--- src/rtl/imem_boot_arbiter_pkg.sv ---
// -----------------------------------------------------------------------------
// imem_boot_arbiter_pkg
//   Shared constants and types for the instruction-memory boot arbiter:
//   memory geometry, the NOP returned to a stalled core, and the FSM state
//   encoding.
// -----------------------------------------------------------------------------
package imem_boot_arbiter_pkg;

    localparam int DEPTH  = 1024;
    localparam int ADDR_W = $clog2(DEPTH);

    // Last word address of the memory; a boot stream that reaches it without
    // ld_last has overrun the memory.
    localparam logic [ADDR_W-1:0] LAST_ADDR = ADDR_W'(DEPTH - 1);

    // addi x0,x0,0
    localparam logic [31:0] NOP = 32'h0000_0013;

    typedef enum logic [1:0] {
        IDLE = 2'd0,
        LOAD = 2'd1,
        RUN  = 2'd2,
        DBGW = 2'd3
    } state_e;

endpackage : imem_boot_arbiter_pkg

--- src/rtl/imem_boot_arbiter_if.sv ---
// -----------------------------------------------------------------------------
// imem_boot_arbiter_if
//   Bundles every non-clock/reset signal of the arbiter.
//   Ports (arbiter view, modport slave):
//     boot stream : ld_valid/ld_data/ld_last in, ld_ready out
//     core fetch  : fetch_addr in, fetch_data/core_stall/core_rst_n/misalign out
//     debug write : dbg_req/dbg_addr/dbg_wdata in, dbg_ack out
//     memory port : mem_rdata in, mem_addr/mem_wdata/mem_we out
//     status      : load_err out
//   The master modport is the environment side (boot source, core, debugger
//   and memory instance).
// -----------------------------------------------------------------------------
interface imem_boot_arbiter_if;
    import imem_boot_arbiter_pkg::*;

    logic              ld_valid;
    logic [31:0]       ld_data;
    logic              ld_last;
    logic              ld_ready;

    logic [31:0]       fetch_addr;
    logic [31:0]       fetch_data;
    logic              core_stall;
    logic              core_rst_n;

    logic              dbg_req;
    logic [ADDR_W-1:0] dbg_addr;
    logic [31:0]       dbg_wdata;
    logic              dbg_ack;

    logic [ADDR_W-1:0] mem_addr;
    logic [31:0]       mem_wdata;
    logic              mem_we;
    logic [31:0]       mem_rdata;

    logic              load_err;
    logic              misalign;

    modport slave (
        input  ld_valid, ld_data, ld_last, fetch_addr,
               dbg_req, dbg_addr, dbg_wdata, mem_rdata,
        output ld_ready, fetch_data, core_stall, core_rst_n,
               dbg_ack, mem_addr, mem_wdata, mem_we, load_err, misalign
    );

    modport master (
        output ld_valid, ld_data, ld_last, fetch_addr,
               dbg_req, dbg_addr, dbg_wdata, mem_rdata,
        input  ld_ready, fetch_data, core_stall, core_rst_n,
               dbg_ack, mem_addr, mem_wdata, mem_we, load_err, misalign
    );

endinterface : imem_boot_arbiter_if

--- src/rtl/imem_boot_arbiter.sv ---
// -----------------------------------------------------------------------------
// imem_boot_arbiter
//   Owns the single port of a 1024x32 instruction memory (combinational read,
//   synchronous write). After reset it accepts a boot word stream written from
//   address 0 upward while the core is held in reset, then releases the core
//   and arbitrates each cycle between core fetch and single-cycle debug writes.
//   Ports:
//     clk  - system clock, rising edge
//     rst  - asynchronous reset, active low
//     bus  - imem_boot_arbiter_if.slave (boot stream, core fetch, debug write,
//            memory port, status flags)
// -----------------------------------------------------------------------------
module imem_boot_arbiter
    import imem_boot_arbiter_pkg::*;
(
    input  logic               clk,
    input  logic               rst,
    imem_boot_arbiter_if.slave bus
);

    state_e            state_q, state_d;
    logic [ADDR_W-1:0] load_cnt_q, load_cnt_d;
    logic              load_err_q, load_err_d;
    logic              dbg_ack_q, dbg_ack_d;
    logic              core_rst_n_q, core_rst_n_d;

    logic              ld_ready;
    logic              ld_hs;
    logic [ADDR_W-1:0] mem_addr;
    logic [31:0]       mem_wdata;
    logic              mem_we;
    logic [31:0]       fetch_data;
    logic              core_stall;

    // Fetch address bits above the memory window are dropped (address wrap).
    logic              unused_fetch_hi;
    assign unused_fetch_hi = ^bus.fetch_addr[31:ADDR_W+2];

    // NOTE: the state register is already IDLE while rst is low, so the only
    // output that needs explicit gating is ld_ready, which must read 0 during
    // reset even though IDLE otherwise accepts words.
    assign ld_ready = rst && ((state_q == IDLE) || (state_q == LOAD));
    assign ld_hs    = bus.ld_valid && ld_ready;

    // NOTE: every signal written in this block gets a default first, so no
    // path through the case statement can leave one unassigned and infer a latch.
    always_comb begin
        state_d    = state_q;
        load_cnt_d = load_cnt_q;
        load_err_d = load_err_q;
        mem_addr   = '0;
        mem_wdata  = '0;
        mem_we     = 1'b0;
        fetch_data = NOP;
        core_stall = 1'b1;

        unique case (state_q)
            IDLE: begin
                mem_wdata = bus.ld_data;
                mem_we    = ld_hs;
                if (ld_hs) begin
                    load_cnt_d = ADDR_W'(1);
                    state_d    = bus.ld_last ? RUN : LOAD;
                end
            end

            LOAD: begin
                mem_addr  = load_cnt_q;
                mem_wdata = bus.ld_data;
                mem_we    = ld_hs;
                if (ld_hs) begin
                    load_cnt_d = load_cnt_q + 1'b1;
                    if (bus.ld_last) begin
                        state_d = RUN;
                    end else if (load_cnt_q == LAST_ADDR) begin
                        // Memory is full but the stream has not ended.
                        state_d    = RUN;
                        load_err_d = 1'b1;
                    end
                end
            end

            RUN: begin
                mem_addr   = bus.fetch_addr[ADDR_W+1:2];
                fetch_data = bus.mem_rdata;
                core_stall = 1'b0;
                // A request still held in the acknowledge cycle belongs to
                // the write that just committed; do not grant it again.
                if (bus.dbg_req && !dbg_ack_q) begin
                    state_d = DBGW;
                end
            end

            DBGW: begin
                mem_addr  = bus.dbg_addr;
                mem_wdata = bus.dbg_wdata;
                mem_we    = 1'b1;
                state_d   = RUN;
            end

            default: begin
                state_d = IDLE;
            end
        endcase
    end

    assign dbg_ack_d    = (state_q == DBGW);
    // Core reset is released on entry to RUN and stays released until reset.
    assign core_rst_n_d = core_rst_n_q || (state_d == RUN);

    // NOTE: sequential state uses non-blocking assignments so every register
    // samples the pre-edge values regardless of statement order.
    always_ff @(posedge clk or negedge rst) begin
        if (!rst) begin
            state_q      <= IDLE;
            load_cnt_q   <= '0;
            load_err_q   <= 1'b0;
            dbg_ack_q    <= 1'b0;
            core_rst_n_q <= 1'b0;
        end else begin
            state_q      <= state_d;
            load_cnt_q   <= load_cnt_d;
            load_err_q   <= load_err_d;
            dbg_ack_q    <= dbg_ack_d;
            core_rst_n_q <= core_rst_n_d;
        end
    end

    // NOTE: the memory array lives outside this block and is deliberately not
    // touched by reset; its contents survive an aborted load or debug write.
    assign bus.mem_addr   = mem_addr;
    assign bus.mem_wdata  = mem_wdata;
    assign bus.mem_we     = mem_we;
    assign bus.ld_ready   = ld_ready;
    assign bus.fetch_data = fetch_data;
    assign bus.core_stall = core_stall;
    assign bus.core_rst_n = core_rst_n_q;
    assign bus.dbg_ack    = dbg_ack_q;
    assign bus.load_err   = load_err_q;
    assign bus.misalign   = (state_q == RUN) && (bus.fetch_addr[1:0] != 2'b00);

endmodule : imem_boot_arbiter

--- src/flat_wrapper.sv ---
// flat-port wrapper written by rule: the top's interface ports become plain ports
module imem_boot_arbiter_flat import imem_boot_arbiter_pkg::*;
  (clk, rst, bus_ld_valid, bus_ld_data, bus_ld_last, bus_fetch_addr, bus_dbg_req, bus_dbg_addr, bus_dbg_wdata, bus_mem_rdata, bus_ld_ready, bus_fetch_data, bus_core_stall, bus_core_rst_n, bus_dbg_ack, bus_mem_addr, bus_mem_wdata, bus_mem_we, bus_load_err, bus_misalign);
  imem_boot_arbiter_if bus_i ();
  input  logic clk;
  input  logic rst;
  input wire logic [$bits(bus_i.ld_valid)-1:0] bus_ld_valid;
  input wire logic [$bits(bus_i.ld_data)-1:0] bus_ld_data;
  input wire logic [$bits(bus_i.ld_last)-1:0] bus_ld_last;
  input wire logic [$bits(bus_i.fetch_addr)-1:0] bus_fetch_addr;
  input wire logic [$bits(bus_i.dbg_req)-1:0] bus_dbg_req;
  input wire logic [$bits(bus_i.dbg_addr)-1:0] bus_dbg_addr;
  input wire logic [$bits(bus_i.dbg_wdata)-1:0] bus_dbg_wdata;
  input wire logic [$bits(bus_i.mem_rdata)-1:0] bus_mem_rdata;
  output wire logic [$bits(bus_i.ld_ready)-1:0] bus_ld_ready;
  output wire logic [$bits(bus_i.fetch_data)-1:0] bus_fetch_data;
  output wire logic [$bits(bus_i.core_stall)-1:0] bus_core_stall;
  output wire logic [$bits(bus_i.core_rst_n)-1:0] bus_core_rst_n;
  output wire logic [$bits(bus_i.dbg_ack)-1:0] bus_dbg_ack;
  output wire logic [$bits(bus_i.mem_addr)-1:0] bus_mem_addr;
  output wire logic [$bits(bus_i.mem_wdata)-1:0] bus_mem_wdata;
  output wire logic [$bits(bus_i.mem_we)-1:0] bus_mem_we;
  output wire logic [$bits(bus_i.load_err)-1:0] bus_load_err;
  output wire logic [$bits(bus_i.misalign)-1:0] bus_misalign;
  assign bus_i.ld_valid = bus_ld_valid;
  assign bus_i.ld_data = bus_ld_data;
  assign bus_i.ld_last = bus_ld_last;
  assign bus_i.fetch_addr = bus_fetch_addr;
  assign bus_i.dbg_req = bus_dbg_req;
  assign bus_i.dbg_addr = bus_dbg_addr;
  assign bus_i.dbg_wdata = bus_dbg_wdata;
  assign bus_i.mem_rdata = bus_mem_rdata;
  assign bus_ld_ready = bus_i.ld_ready;
  assign bus_fetch_data = bus_i.fetch_data;
  assign bus_core_stall = bus_i.core_stall;
  assign bus_core_rst_n = bus_i.core_rst_n;
  assign bus_dbg_ack = bus_i.dbg_ack;
  assign bus_mem_addr = bus_i.mem_addr;
  assign bus_mem_wdata = bus_i.mem_wdata;
  assign bus_mem_we = bus_i.mem_we;
  assign bus_load_err = bus_i.load_err;
  assign bus_misalign = bus_i.misalign;
  imem_boot_arbiter u_core (.clk(clk), .rst(rst), .bus(bus_i));
endmodule
--- config.mk ---
export PLATFORM = sky130hd
export DESIGN_NAME = imem_boot_arbiter_flat
export DESIGN_NICKNAME = d
export VERILOG_FILES = /design/src/rtl/imem_boot_arbiter_pkg.sv /design/src/rtl/imem_boot_arbiter_if.sv /design/src/rtl/imem_boot_arbiter.sv /design/src/flat_wrapper.sv
export SDC_FILE = /design/constraint.sdc
export NUM_CORES = 1
export LEC_CHECK = 0
export ABC_AREA = 1
export BUFFER_PORTS_ARGS = -buffer_cell sky130_fd_sc_hd__buf_2
export CAP_MARGIN = 20
export CORE_AREA = 2 2 86 88
export CTS_BUF_LIST = sky130_fd_sc_hd__clkbuf_16
export DETAILED_ROUTE_END_ITERATION = 8
export DIE_AREA = 0 0 88 90
export GPL_TIMING_DRIVEN = 0
export PLACE_DENSITY = 0.61
export SLEW_MARGIN = 20
export SYNTH_ARGS = -nofsm -noshare
export SYNTH_HDL_FRONTEND = slang
export SYNTH_SLANG_ARGS = --single-unit
--- constraint.sdc ---
create_clock -name clk -period 3.6 [get_ports clk]
set_clock_uncertainty 0.2 [all_clocks]
set_input_delay 0.72 -clock clk [delete_from_list [all_inputs] [get_ports clk]]
set_output_delay 0.72 -clock clk [all_outputs]
set_load 0.1 [all_outputs]
Word-level counts from Yosys, hierarchy flattened

Index checks and enable logic that the tools add are counted.

Register bits after elaboration: 15
Bits in latches: 0
Bits in writable memories: 0
ROM bits: 0
Bits of input ports: 143
Output and inout port bits: 81
Logic and storage cells: 42
Memories: 0

Add/sub/neg operators: 1
Multipliers: 0
Divide/modulo/power cells: 0
Magnitude comparators: 0
Equal/unequal tests: 7
Shifts and indexed selects: 0
Muxes and demuxes: 15
Bitwise logic cells: 1
Reduce and logical (&&, ||, !) cells: 13

Operator list:

| cell                                                                    | count |
|---|---|
| 32-bit case mux with 2 select lines                                     | 1 |
| 32-bit two-way mux                                                      | 1 |
| 10-bit case mux with 3 select lines                                     | 1 |
| 10-bit two-way mux                                                      | 2 |
| 10-bit case mux with 2 select lines                                     | 1 |
| 2-bit two-way mux                                                       | 6 |
| 10-bit by 1-bit adder with 10-bit output, second input constant         | 1 |
| 10-bit equality test, second input constant                             | 1 |
| 2-bit case mux with 4 select lines                                      | 1 |
| 2-bit equality test, second input constant                              | 3 |
| 1-bit logical AND                                                       | 4 |
| 2-bit by 1-bit inequality test with 1-bit output, second input constant | 2 |
| 4-bit AND reduction                                                     | 1 |
| 2-bit nonzero test                                                      | 2 |
| 3-bit AND reduction                                                     | 1 |
| 2-bit by 1-bit equality test with 1-bit output, second input constant   | 1 |
| 2-bit logical NOT                                                       | 1 |
| 1-bit logical OR                                                        | 2 |
| 1-bit case mux with 2 select lines                                      | 1 |
| 2-bit OR reduction                                                      | 1 |
| 1-bit logical NOT                                                       | 1 |
| 1-bit two-way mux                                                       | 1 |
| 1-bit inverter                                                          | 1 |

Longest topological paths before layout

Gate-level depths: netlist of the first run.

Word-level depth: 8
Depth in mapped cells: 9
Depth with buffers taken out: 9

Worst setup path before layout of the first run

OpenSTA, ideal clock, no wires.

Path kind: register to output
Start point: register u_core.state_q[0]
End point: output port bus_fetch_data[22]
Arrival time: 2.234 ns
Data required time: 2.680 ns
Setup slack: 0.446 ns
Stages on the path, launching flop included: 5
Buffers on the path: 1
Cell sequence: dfrtp_1 inv_2 nand2_2 buf_2 nor2_1

Longest elaborated chain between the ends: 2

Ends and longest elaborated chain:

| item                   | RTL line                 | text |
|---|---|---|
| from (decl)            | imem_boot_arbiter.sv:21  | `state_e state_q, state_d;` |
| from (signal assigned) | imem_boot_arbiter.sv:121 | `state_q <= state_d;` |
| 2-bit equality test    | imem_boot_arbiter.sv:57  | `unique case (state_q)` |
| 32-bit two-way mux     | imem_boot_arbiter.sv:57  |  |
| to (decl)              | flat_wrapper.sv:16       | `output wire logic [$bits(bus_i.fetch_data)-1:0] bus_fetch_data;` |

No other way between the ends.

Final worst setup path of the first run

Start point: input port rst
End point: output port bus_mem_we

Longest elaborated chain between the ends: 3

Ends and longest elaborated chain:

| item                               | RTL line                | text |
|---|---|---|
| from (decl)                        | flat_wrapper.sv:6       | `input logic rst;` |
| 1-bit logical AND                  | imem_boot_arbiter.sv:42 | `assign ld_ready = rst && ((state_q == IDLE) \|\| (state_q == LOAD));` |
| 1-bit logical AND                  | imem_boot_arbiter.sv:43 | `assign ld_hs = bus.ld_valid && ld_ready;` |
| 1-bit case mux with 2 select lines | imem_boot_arbiter.sv:57 |  |
| to (decl)                          | flat_wrapper.sv:22      | `output wire logic [$bits(bus_i.mem_we)-1:0] bus_mem_we;` |

No other way between the ends.

==> impl_metrics.csv, run 1 <==
group,metric,value,unit
timing,tns,0,ns
drt,final_antenna_net_count,0,
timing,fmax,344,MHz
logic_synthesis,synth_cells,246,
worst_setup_path,end_kind,"primary output",
clocking,cts_tree,"done",
logic_synthesis,synth-seq-cells,15,
finish,final_nets,598,
finish,stdcell_area,2810,sq um
timing,rsz0062_at_grt,"false",
floorplan,die_w,88,microns
logic_synthesis,ys.warnings.count,0,
power_and_ir_drop,vdd_drop_max,0.266,mV
timing,slew_headroom,0.643,
floorplan,core_area,7020,sq um
timing,hold_slack,0.189,ns
logic_synthesis,syn_nets,390,
timing,slew_violations,0,
clocking,clock-sinks,15,
worst_setup_path,worstSetupPathType,"in -> out",
placed_design,placed_area,2730,sq um
drt,drt_wl_total,7130,microns
worst_setup_path,critPathTopFamily,"buffers and inverters",
finish,area_growth,76.7,%
status,status,"completed",
worst_setup_path,required,2.68,ns
logic_synthesis,yosysSeqAreaShare,0.236,
timing,finalCriticalPeriod,2.91,ns
clocking,cts_resized,0,
finish,fin_util,0.400,
timing,worst_slew_pin_slew,0.540,ns
logic_synthesis,netlist_area,1590,sq um
clocking,clock_path_buffers,2,
floorplan,dieHeight,90,microns
clocking,root_buffer,"clkbuf_16",
timing,hold_violations,0,
clocking,clk_pin_slew_worst_paths,0.05,ns
job,drv_cap,0,
clocking,numCtsBuffers,3,
clocking,ctsHoldBuffers,0,
grt,grt_max_degree,18,
placed_design,place.port_buffers,203,
worst_setup_path,worstPathMaxFanout,17,
drt,drt-pass1-iter-count,6,
grt,grt_use_total,0.161,
worst_setup_path,cp.arrival,1.99,ns
floorplan,start_util,0.227,
min_path,worstHoldPathType,"in -> async",
finish,final_common_cell,"buf_2",
grt,grt_pass1_wl,10300,microns
grt,grt_pass1_vias,2140,
finish,antenna_cells,0,
worst_setup_path,cp-start-kind,"primary input",
clocking,post-cts-setup-buffers,0,
logic_synthesis,synth_cell_types,30,
drt,detail_route.iter0.violations,69,
grt,grt.overflow.total,0,
floorplan,rows,31,
clocking,clk_latency,0.24,ns
worst_setup_path,critPathMaxStageDelay,0.42,ns
finish,drive_above_1_share,0.530,
placed_design,dp_hpwl,6090,microns
worst_setup_path,cpMostUsedCell,"buf_2",
timing,finalCritPeriodShare,0.807,
grt,antenna_found_initial,0,
logic_synthesis,syn_avg_cell_area,6.47,sq um
timing,setup_violations,0,
worst_setup_path,cp_slowest_cell,"buf_2",
clocking,h-tree-depth,1,
finish,mostFrequentLayoutCells,"buf_2, nand2_1, inv_1",
drt,route.detailed.drc,0,
worst_setup_path,path_cells,"buf_2 > inv_1 > nor2_8 > nand2_4 > nand2_1 > buf_2",
power_and_ir_drop,p_leak,1.79,nW
worst_setup_path,crit_buf_inv,3,
floorplan,fp.dieArea,7920,sq um
drt,vias,2339,
drt,vias_per_cell,4.24,
power_and_ir_drop,p_per_area,716,nW/um^2
floorplan,ioPinCount,224,
placed_design,place.gp.congestion,0.829,
drt,post_drt_wl_per_cell,12.9,microns
## layout make-up
class / instances / area [sq um]
Fill cell: 772 / 4210
Timing Repair Buffer: 203 / 1020
Multi-Input combinational cell: 171 / 971
Sequential cell: 15 / 375
Inverter: 47 / 176
Tap cell: 99 / 124
Clock buffer: 3 / 75.1
Buffer: 13 / 68.8
Clock inverter: 1 / 5.00
## flip-flops by register name, summed over array words and instances (netlist names)
register / count
u_core.bus.core_rst_n: 1
u_core.bus.dbg_ack: 1
u_core.bus.load_err: 1
u_core.load_cnt_q: 10
u_core.state_q: 2
## cells by family (layout without fill, tap and decap cells)
kind of cell,count (synthesis),after routing,share of synthesized area
and+or+nand+nor,121,121,0.358
DFF,15,15,0.236
buffers and inverters,60,267,0.154
adders and majority gates,1,1,0.00786
xor gates and xnor gates,2,2,0.0110
AOI/OAI and AO/OA,47,47,0.233
## power breakdown
group          internal (W)  total, W  switching (W)
Combinational      0.000238   0.00159        0.00135
Sequential         0.000188  0.000210      0.0000219
Clock              0.000148  0.000217      0.0000685
## worst paths after layout
| kind | to | start | slack [ns] | cells after the start |
|---|---|---|---|---|
| worst max register to register | u_core.bus.core_rst_n | u_core.load_cnt_q[0] | 2.04 | 9 |
| worst min register to register | u_core.bus.core_rst_n | u_core.bus.core_rst_n | 0.27 | 2 |
| max in group asynchronous | u_core.load_cnt_q[7] | rst | 2.74 | 1 |
| worst min-delay path | u_core.load_cnt_q[6] | rst | 0.19 | 1 |
| worst max-delay path | bus_mem_we | rst | 0.69 | 6 |
| min in group clk | u_core.bus.core_rst_n | u_core.bus.core_rst_n | 0.27 | 2 |
## cells in the mapped netlist
master    number  area share
a21oi_1        4       0.013
a22o_1        33        0.18
a31oi_1        2      0.0079
buf_2         10       0.031
buf_6          1      0.0071
clkbuf_1       2      0.0047
dfrtp_1       15        0.24
ha_1           1      0.0079
inv_1         43        0.10
inv_2          4      0.0094
nand2_1       53        0.12
nand2_2        2      0.0079
nand2_4        1      0.0071
nand3_1       13       0.041
nand3_2        2       0.013
nor2_1        35       0.083
nor2_2         2      0.0079
nor2_4         3       0.021
nor2_8         1       0.013
nor3_1         3      0.0094
nor3_2         3       0.019
o21a_1         1      0.0047
o21ai_0        2      0.0063
o21ai_1        2      0.0063
o21ai_2        1      0.0055
o21bai_1       1      0.0047
o22ai_1        1      0.0039
or2_2          3       0.012
xnor2_1        1      0.0055
xor2_1         1      0.0055
## routing by layer
| layer | track usage | part of all wire |
|---|---|---|
| met5 | 0 | 0 |
| met4 | 0.0179 | 0.0038 |
| met2 | 0.263 | 0.45 |
| met1 | 0.210 | 0.44 |
| met3 | 0.0588 | 0.10 |
## stage by stage
step / power (W) / std cells / setup slack, ns
after global placement: 0.00180 / 548 / 0.657
final: 0.00201 / 552 / 0.694
after global routing: 0.00208 / 552 / 0.579
after detailed placement: 0.00180 / 548 / 0.665
after floorplan: 0.00149 / 246 / 0.446
after CTS: 0.00202 / 552 / 0.663
(Power assumes the default switching activity.)
==> inputs of run 2 (changes only) <==
--- a/config.mk
+++ b/config.mk
@@ -13,7 +13,7 @@
 export DETAILED_ROUTE_END_ITERATION = 8
 export DIE_AREA = 0 0 88 90
 export GPL_TIMING_DRIVEN = 0
-export PLACE_DENSITY = 0.61
+export PLACE_DENSITY = 0.64
 export SLEW_MARGIN = 20
 export SYNTH_ARGS = -nofsm -noshare
 export SYNTH_HDL_FRONTEND = slang
==> constraint.sdc (replaced) <==
create_clock -name clk -period 2.5 [get_ports clk]
set_clock_uncertainty 0.2 [all_clocks]
set_input_delay 0.5 -clock clk [delete_from_list [all_inputs] [get_ports clk]]
set_output_delay 0.5 -clock clk [all_outputs]
set_load 0.1 [all_outputs]
==> run 2 against run 1 <==
  * Clock power is 41% higher
  * Via count grew 2.3%
  * Core utilization up 2.7 points
  * Register-to-register slack lost 1.1 ns
  * Worst setup slack lost 0.60 ns
  * Die area unchanged
  * Power grew 50%
  * Clock-buffer cell count did not move
  * Combinational power increased by 52%
  * Critical path type is now reg -> out
  * Critical path depth decreased by 1
==> impl_metrics.csv, run 2 (synthesis results as in run 1) <==
group,metric,value,unit
grt,antenna_found_initial,0,
worst_setup_path,path_cells,"nand2_1 > inv_2 > buf_2 > a22o_1 > clkbuf_4",
worst_setup_path,required,1.80,ns
worst_setup_path,critPathMaxStageDelay,0.45,ns
power_and_ir_drop,p_comb_frac,0.798,
status,status,"completed",
timing,slew_headroom,0.528,
timing,setup_violations,0,
power_and_ir_drop,p_sw,0.00210,W
worst_setup_path,cp.arrival,1.70,ns
job,drv_cap,0,
min_path,worstHoldPathType,"reg -> reg",
finish,reg.largest.list,"u_core.load_cnt_q x10, u_core.state_q x2",
finish,area_growth,88.8,%
timing,finalCritPeriodShare,0.961,
grt,grt.overflow.total,0,
power_and_ir_drop,p_leak,1.82,nW
finish,largest_register_ffs,10,
finish,register_area,375,sq um
power_and_ir_drop,p_per_area,1000,nW/um^2
drt,drt-pass1-iter-count,4,
placed_design,placed_area,2780,sq um
drt,vias,2393,
power_and_ir_drop,seq_power_share,0.100,
finish,nFillCells,737,
finish,drive_above_1_share,0.575,
worst_setup_path,crit_cells,5,
timing,finalCriticalPeriod,2.40,ns
drt,drt_wl_total,7390,microns
grt,grt_pass1_vias,2316,
worst_setup_path,rr_worst_depth,8,
clocking,h-tree-depth,1,
floorplan,die_w,88,microns
clocking,numCtsBuffers,3,
worst_setup_path,crit_buf_inv,3,
clocking,clock-sinks,15,
placed_design,dp_hpwl,6150,microns
grt,grt_max_degree,16,
power_and_ir_drop,p_clk_frac,0.102,
min_path,min_path_cells,2,
floorplan,core_area,7020,sq um
grt,grt_use_total,0.176,
timing,slew_violations,0,
finish,final_nets,599,
worst_setup_path,worstPathMaxFanout,10,
timing,layout_setup_ws,0.0971,ns
floorplan,ioPinCount,224,
placed_design,place.port_buffers,203,
power_and_ir_drop,vdd_drop_max,0.439,mV
placed_design,dpl_worst_slack,-0.0263,ns
drt,route.detailed.drc,0,
finish,antenna_cells,0,
clocking,clock_path_buffers,2,
clocking,clk_pin_slew_worst_paths,0.05,ns
worst_setup_path,cp-start-kind,"register",
finish,largest-register,"u_core.load_cnt_q",
floorplan,dieHeight,90,microns
finish,mostFrequentLayoutCells,"buf_2, nand2_1, inv_1",
timing,fmax,416,MHz
placed_design,place.gp.congestion,0.793,
drt,detail_route.iter0.violations,66,
finish,final_common_cell,"buf_2",
timing,worst_slew_pin_slew,0.705,ns
power_and_ir_drop,power.share.switching,0.695,
worst_setup_path,cp_slowest_cell,"dfrtp_1",
worst_setup_path,critPathTopFamily,"buffers and inverters",
power_and_ir_drop,intPower,0.000919,W
worst_setup_path,end_kind,"primary output",
grt,grt_pass1_wl,11100,microns
floorplan,rows,31,
finish,stdcell_area,3000,sq um
finish,multiInputGateArea,1020,sq um
drt,final_antenna_net_count,0,
clocking,root_buffer,"clkbuf_16",
clocking,cts_tree,"done",
floorplan,fp.dieArea,7920,sq um
drt,post_drt_wl_per_cell,13.4,microns
clocking,clk_latency,0.25,ns
worst_setup_path,worstSetupPathType,"reg -> out",
drt,vias_per_cell,4.33,
clocking,post-cts-setup-buffers,0,
floorplan,start_util,0.227,
timing,hold_violations,0,
[run 2: cell types whose count changed in the layout (fill, tap and decap cells not counted), sizes merged]
cell and change:
clkinv -1, inv +1, buf -8, dlygate4sd3 +1, clkbuf +8
[run 2: area by class of cell]
class | count | area share
Sequential cell | 15 | 0.125
Multi-Input combinational cell | 171 | 0.340
Clock inverter | 1 | 0.00125
Inverter | 47 | 0.0587
Buffer | 13 | 0.0237
Clock buffer | 3 | 0.0250
Tap cell | 99 | 0.0412
Timing Repair Buffer | 204 | 0.385
[run 2: through the flow]
stage	total power [W]	setup TNS, ns	hold WS (ns)	std cells	utilization
floorplan	0.00217	-3.92	0.00441	246	-
global placement	0.00261	-0.00832	0.238	548	0.396
detailed placement	0.00262	-0.0263	0.246	548	0.396
CTS	0.00300	-0.000782	0.275	553	0.421
global route	0.00313	-0.00213	0.304	553	0.428
finish	0.00302	0	0.269	553	0.428
[run 2: worst register-to-register path: stages, from the launching register on]
cell and delay, ns:
dfrtp_1 0.40, ha_1 0.20, nand2_1 0.09, nor2_4 0.15
inv_2 0.06, nor2_4 0.11, inv_1 0.06, nor3_2 0.14
nor3_2 0.05
[run 2: timing repair]
item	in CTS	in global routing
setup endpoints to repair	34	25
hold endpoints to repair	15	0
hold buffers	1	0
gates resized for setup	35	17
[run 2: power by group through the flow]
| stage | Sequential, W | Clock [W] | Combinational (W) |
|---|---|---|---|
| 2_1_floorplan | 0.000326 | 0 | 0.00185 |
| 3_3_place_gp | 0.000305 | 0 | 0.00231 |
| 3_5_place_dp | 0.000306 | 0 | 0.00231 |
| 4_1_cts | 0.000302 | 0.000314 | 0.00238 |
| 5_1_grt | 0.000307 | 0.000327 | 0.00250 |
| 6_report | 0.000302 | 0.000307 | 0.00241 |
[run 2: metal layers]
metal  global-route usage  share of wire
met4               0.0372          0.013
met5                    0              0
met2                0.292           0.46
met1                0.211           0.42
met3               0.0735           0.11
[run 2: final timing paths]
kind / startpoint / slack (ns) / endpoint
max: u_core.state_q[0] / 0.1 / bus_mem_wdata[13]
min in group asynchronous: rst / 0.69 / u_core.state_q[1]
max reg2reg: u_core.load_cnt_q[0] / 0.91 / u_core.load_cnt_q[6]
min: u_core.bus.core_rst_n / 0.27 / u_core.bus.core_rst_n
max in group asynchronous: rst / 0.96 / u_core.load_cnt_q[3]
min reg2reg: u_core.bus.core_rst_n / 0.27 / u_core.bus.core_rst_n
==> inputs of run 3 (changes only) <==
--- a/config.mk
+++ b/config.mk
@@ -5,7 +5,6 @@
 export SDC_FILE = /design/constraint.sdc
 export NUM_CORES = 1
 export LEC_CHECK = 0
-export ABC_AREA = 1
 export BUFFER_PORTS_ARGS = -buffer_cell sky130_fd_sc_hd__buf_2
 export CAP_MARGIN = 20
 export CORE_AREA = 2 2 86 88
@@ -13,7 +12,7 @@
 export DETAILED_ROUTE_END_ITERATION = 8
 export DIE_AREA = 0 0 88 90
 export GPL_TIMING_DRIVEN = 0
-export PLACE_DENSITY = 0.64
+export PLACE_DENSITY = 0.63
 export SLEW_MARGIN = 20
 export SYNTH_ARGS = -nofsm -noshare
 export SYNTH_HDL_FRONTEND = slang
==> run 3 against run 2 <==
  * Worst hold slack lost 0.021 ns
  * Non-clock buffer count grew 3
  * Via count fell by 5.6%
  * Sequential share of layout area about the same
  * Synthesized area is 2.6% lower
  * Final area about the same
  * Largest power group unchanged
  * Global-route usage is 1.2 points lower
  * Cell count shrank 9.8%
  * Sequential power fell by 17%
  * Wire length is 4.7% lower
==> impl_metrics.csv, run 3 <==
group,metric,value,unit
status,status,"completed",
power_and_ir_drop,p_per_area,574,nW/um^2
drt,vias_per_cell,4.53,
worst_setup_path,critPathMaxStageDelay,0.42,ns
finish,multiInputGateArea,1110,sq um
clocking,post-cts-setup-buffers,0,
logic_synthesis,syn_nets,338,
logic_synthesis,synth_cell_types,33,
worst_setup_path,cp.arrival,1.69,ns
drt,route.detailed.drc,0,
logic_synthesis,synth-edff-count,0,
worst_setup_path,worstPathMaxFanout,10,
finish,drive_above_1_share,0.590,
clocking,cts_tree,"done",
clocking,clock-sinks,15,
grt,grt.overflow.total,0,
grt,antenna_found_initial,0,
clocking,clk_latency,0.24,ns
logic_synthesis,synth_common_cells,"a22o_1, and2_1, nand2_1",
grt,grt_use_total,0.164,
logic_synthesis,async_reset_ff_frac,1.00,
min_path,min_path_cells,1,
worst_setup_path,rr_worst_depth,5,
timing,rsz0062_at_grt,"false",
logic_synthesis,yosysSeqAreaShare,0.242,
timing,slew_headroom,0.526,
grt,grt_pass1_wl,10500,microns
grt,grt_max_degree,16,
drt,drt_wl_total,7040,microns
power_and_ir_drop,vdd_drop_max,0.273,mV
finish,area_growth,93.9,%
worst_setup_path,worstSetupPathType,"reg -> out",
drt,vias,2258,
timing,slew_violations,0,
finish,fin_util,0.428,
floorplan,start_util,0.221,
finish,final_nets,545,
grt,grt_pass1_vias,2196,
timing,fmax,418,MHz
finish,largest_register_ffs,10,
logic_synthesis,synth-seq-cells,15,
logic_synthesis,synth_top_area_frac,0.242,
floorplan,rows,31,
clocking,clk_pin_slew_worst_paths,0.05,ns
logic_synthesis,synth_cells,194,
timing,hold_violations,0,
worst_setup_path,cp-start-kind,"register",
drt,post_drt_wl_per_cell,14.1,microns
worst_setup_path,path_cells,"clkbuf_8 > inv_6 > nor2_4 > clkbuf_2 > and2_1 > buf_2",
grt,use_met2,0.321,
finish,nFillCells,715,
worst_setup_path,required,1.80,ns
timing,finalCriticalPeriod,2.39,ns
floorplan,core_area,7020,sq um
logic_synthesis,yosys-top-cells-area,"dfrtp_1, a22o_1, and2_1",
grt,top_usage_layer,"met2",
finish,register_area,375,sq um
timing,layout_setup_ws,0.109,ns
finish,largest-register,"u_core.load_cnt_q",
placed_design,dp_hpwl,5710,microns
placed_design,place.gp.congestion,0.801,
power_and_ir_drop,p_leak,1.67,nW
drt,drt-pass1-iter-count,4,
timing,worst_slew_pin_slew,0.709,ns
finish,fin_cells,499,
drt,final_antenna_net_count,0,
finish,final_common_cell,"buf_2",
worst_setup_path,end_kind,"primary output",
finish,reg.largest.list,"u_core.load_cnt_q x10, u_core.state_q x2",
grt,met3_usage,0.0248,
job,drv_cap,0,
finish,mostFrequentLayoutCells,"buf_2, buf_4, a22o_1",
logic_synthesis,ys.flop_type,"dfrtp_1",
placed_design,placed_cells_incl_taps,496,
clocking,clock_path_buffers,2,
floorplan,ioPinCount,224,
clocking,root_buffer,"clkbuf_16",
floorplan,die_w,88,microns
finish,antenna_cells,0,
worst_setup_path,cp_slowest_cell,"buf_2",
logic_synthesis,yosysMostFrequentCell,"a22o_1",
power_and_ir_drop,power,0.00173,W
timing,finalCritPeriodShare,0.957,
min_path,worstHoldPathType,"reg -> reg",
floorplan,fp.dieArea,7920,sq um
placed_design,dpl_worst_slack,-0.160,ns
grt,met1_usage,0.177,
logic_synthesis,ys.warnings.count,0,
floorplan,dieHeight,90,microns
clocking,h-tree-depth,1,
placed_design,place.port_buffers,203,
timing,setup_violations,0,
logic_synthesis,netlist_area,1550,sq um
logic_synthesis,yosys.area.top_type,"dfrtp_1",
drt,detail_route.iter0.violations,49,
clocking,numCtsBuffers,3,
timing,tns,0,ns
logic_synthesis,syn_avg_cell_area,7.99,sq um
## run 3: critical path, delay by kind of cell, from the launching register on
family                 cells  cell delay [ns]
buffers and inverters      4             0.86
flip-flops                 1             0.33
AND/OR/NAND/NOR            2             0.27
## run 3: power by group
group / switching, W / internal (W)
Combinational: 0.000903 / 0.000262
Clock: 0.0000969 / 0.000212
Sequential: 0.00000382 / 0.000248
## run 3: timing repair
| item | in CTS | in global routing |
|---|---|---|
| hold buffers | 1 | 0 |
| setup endpoints to repair | 58 | 48 |
| hold endpoints to repair | 15 | 0 |
| resized for setup | 61 | 16 |
| cloned | 0 | 0 |
| pin swaps | 0 | 0 |
## run 3: layout make-up
type,instances,share of cell area
sequential,15,0.125
timing repair buffer,204,0.394
buffer,16,0.0354
multi-input combinational,157,0.370
clock inverter,1,0.00125
inverter,4,0.00791
tap,99,0.0412
clock buffer,3,0.0250
## run 3: kinds of logic after synthesis
| group | after synthesis | synth area share |
|---|---|---|
| and+or+nand+nor | 79 | 0.283 |
| AOI/OAI and AO/OA | 63 | 0.313 |
| buffers and inverters | 22 | 0.0589 |
| DFF | 15 | 0.242 |
| muxes | 14 | 0.0944 |
| adders and majority gates | 1 | 0.00807 |
## run 3: per-stage QoR
stage               hold slack (ns)  cell area, sq um
finish                        0.248              3010
global route                  0.271              3010
CTS                           0.254              2990
detailed placement            0.243              2750
global placement              0.238              2750
floorplan                   0.00441              1610
## run 3: metal layers
metal,share of wire,wire length (microns)
met2,0.54,3790
met1,0.37,2600
met5,0,0
met4,0.019,136
met3,0.074,522
## run 3: final timing paths
check | endpoint | from | slack, ns
max in group asynchronous | u_core.bus.dbg_ack | rst | 0.94
hold reg to reg | u_core.bus.core_rst_n | u_core.bus.core_rst_n | 0.25
hold / removal | u_core.bus.core_rst_n | u_core.bus.core_rst_n | 0.25
min in group asynchronous | u_core.load_cnt_q[1] | rst | 0.71
setup / recovery | bus_fetch_data[16] | u_core.state_q[1] | 0.11
setup reg to reg | u_core.load_cnt_q[6] | u_core.state_q[1] | 0.76
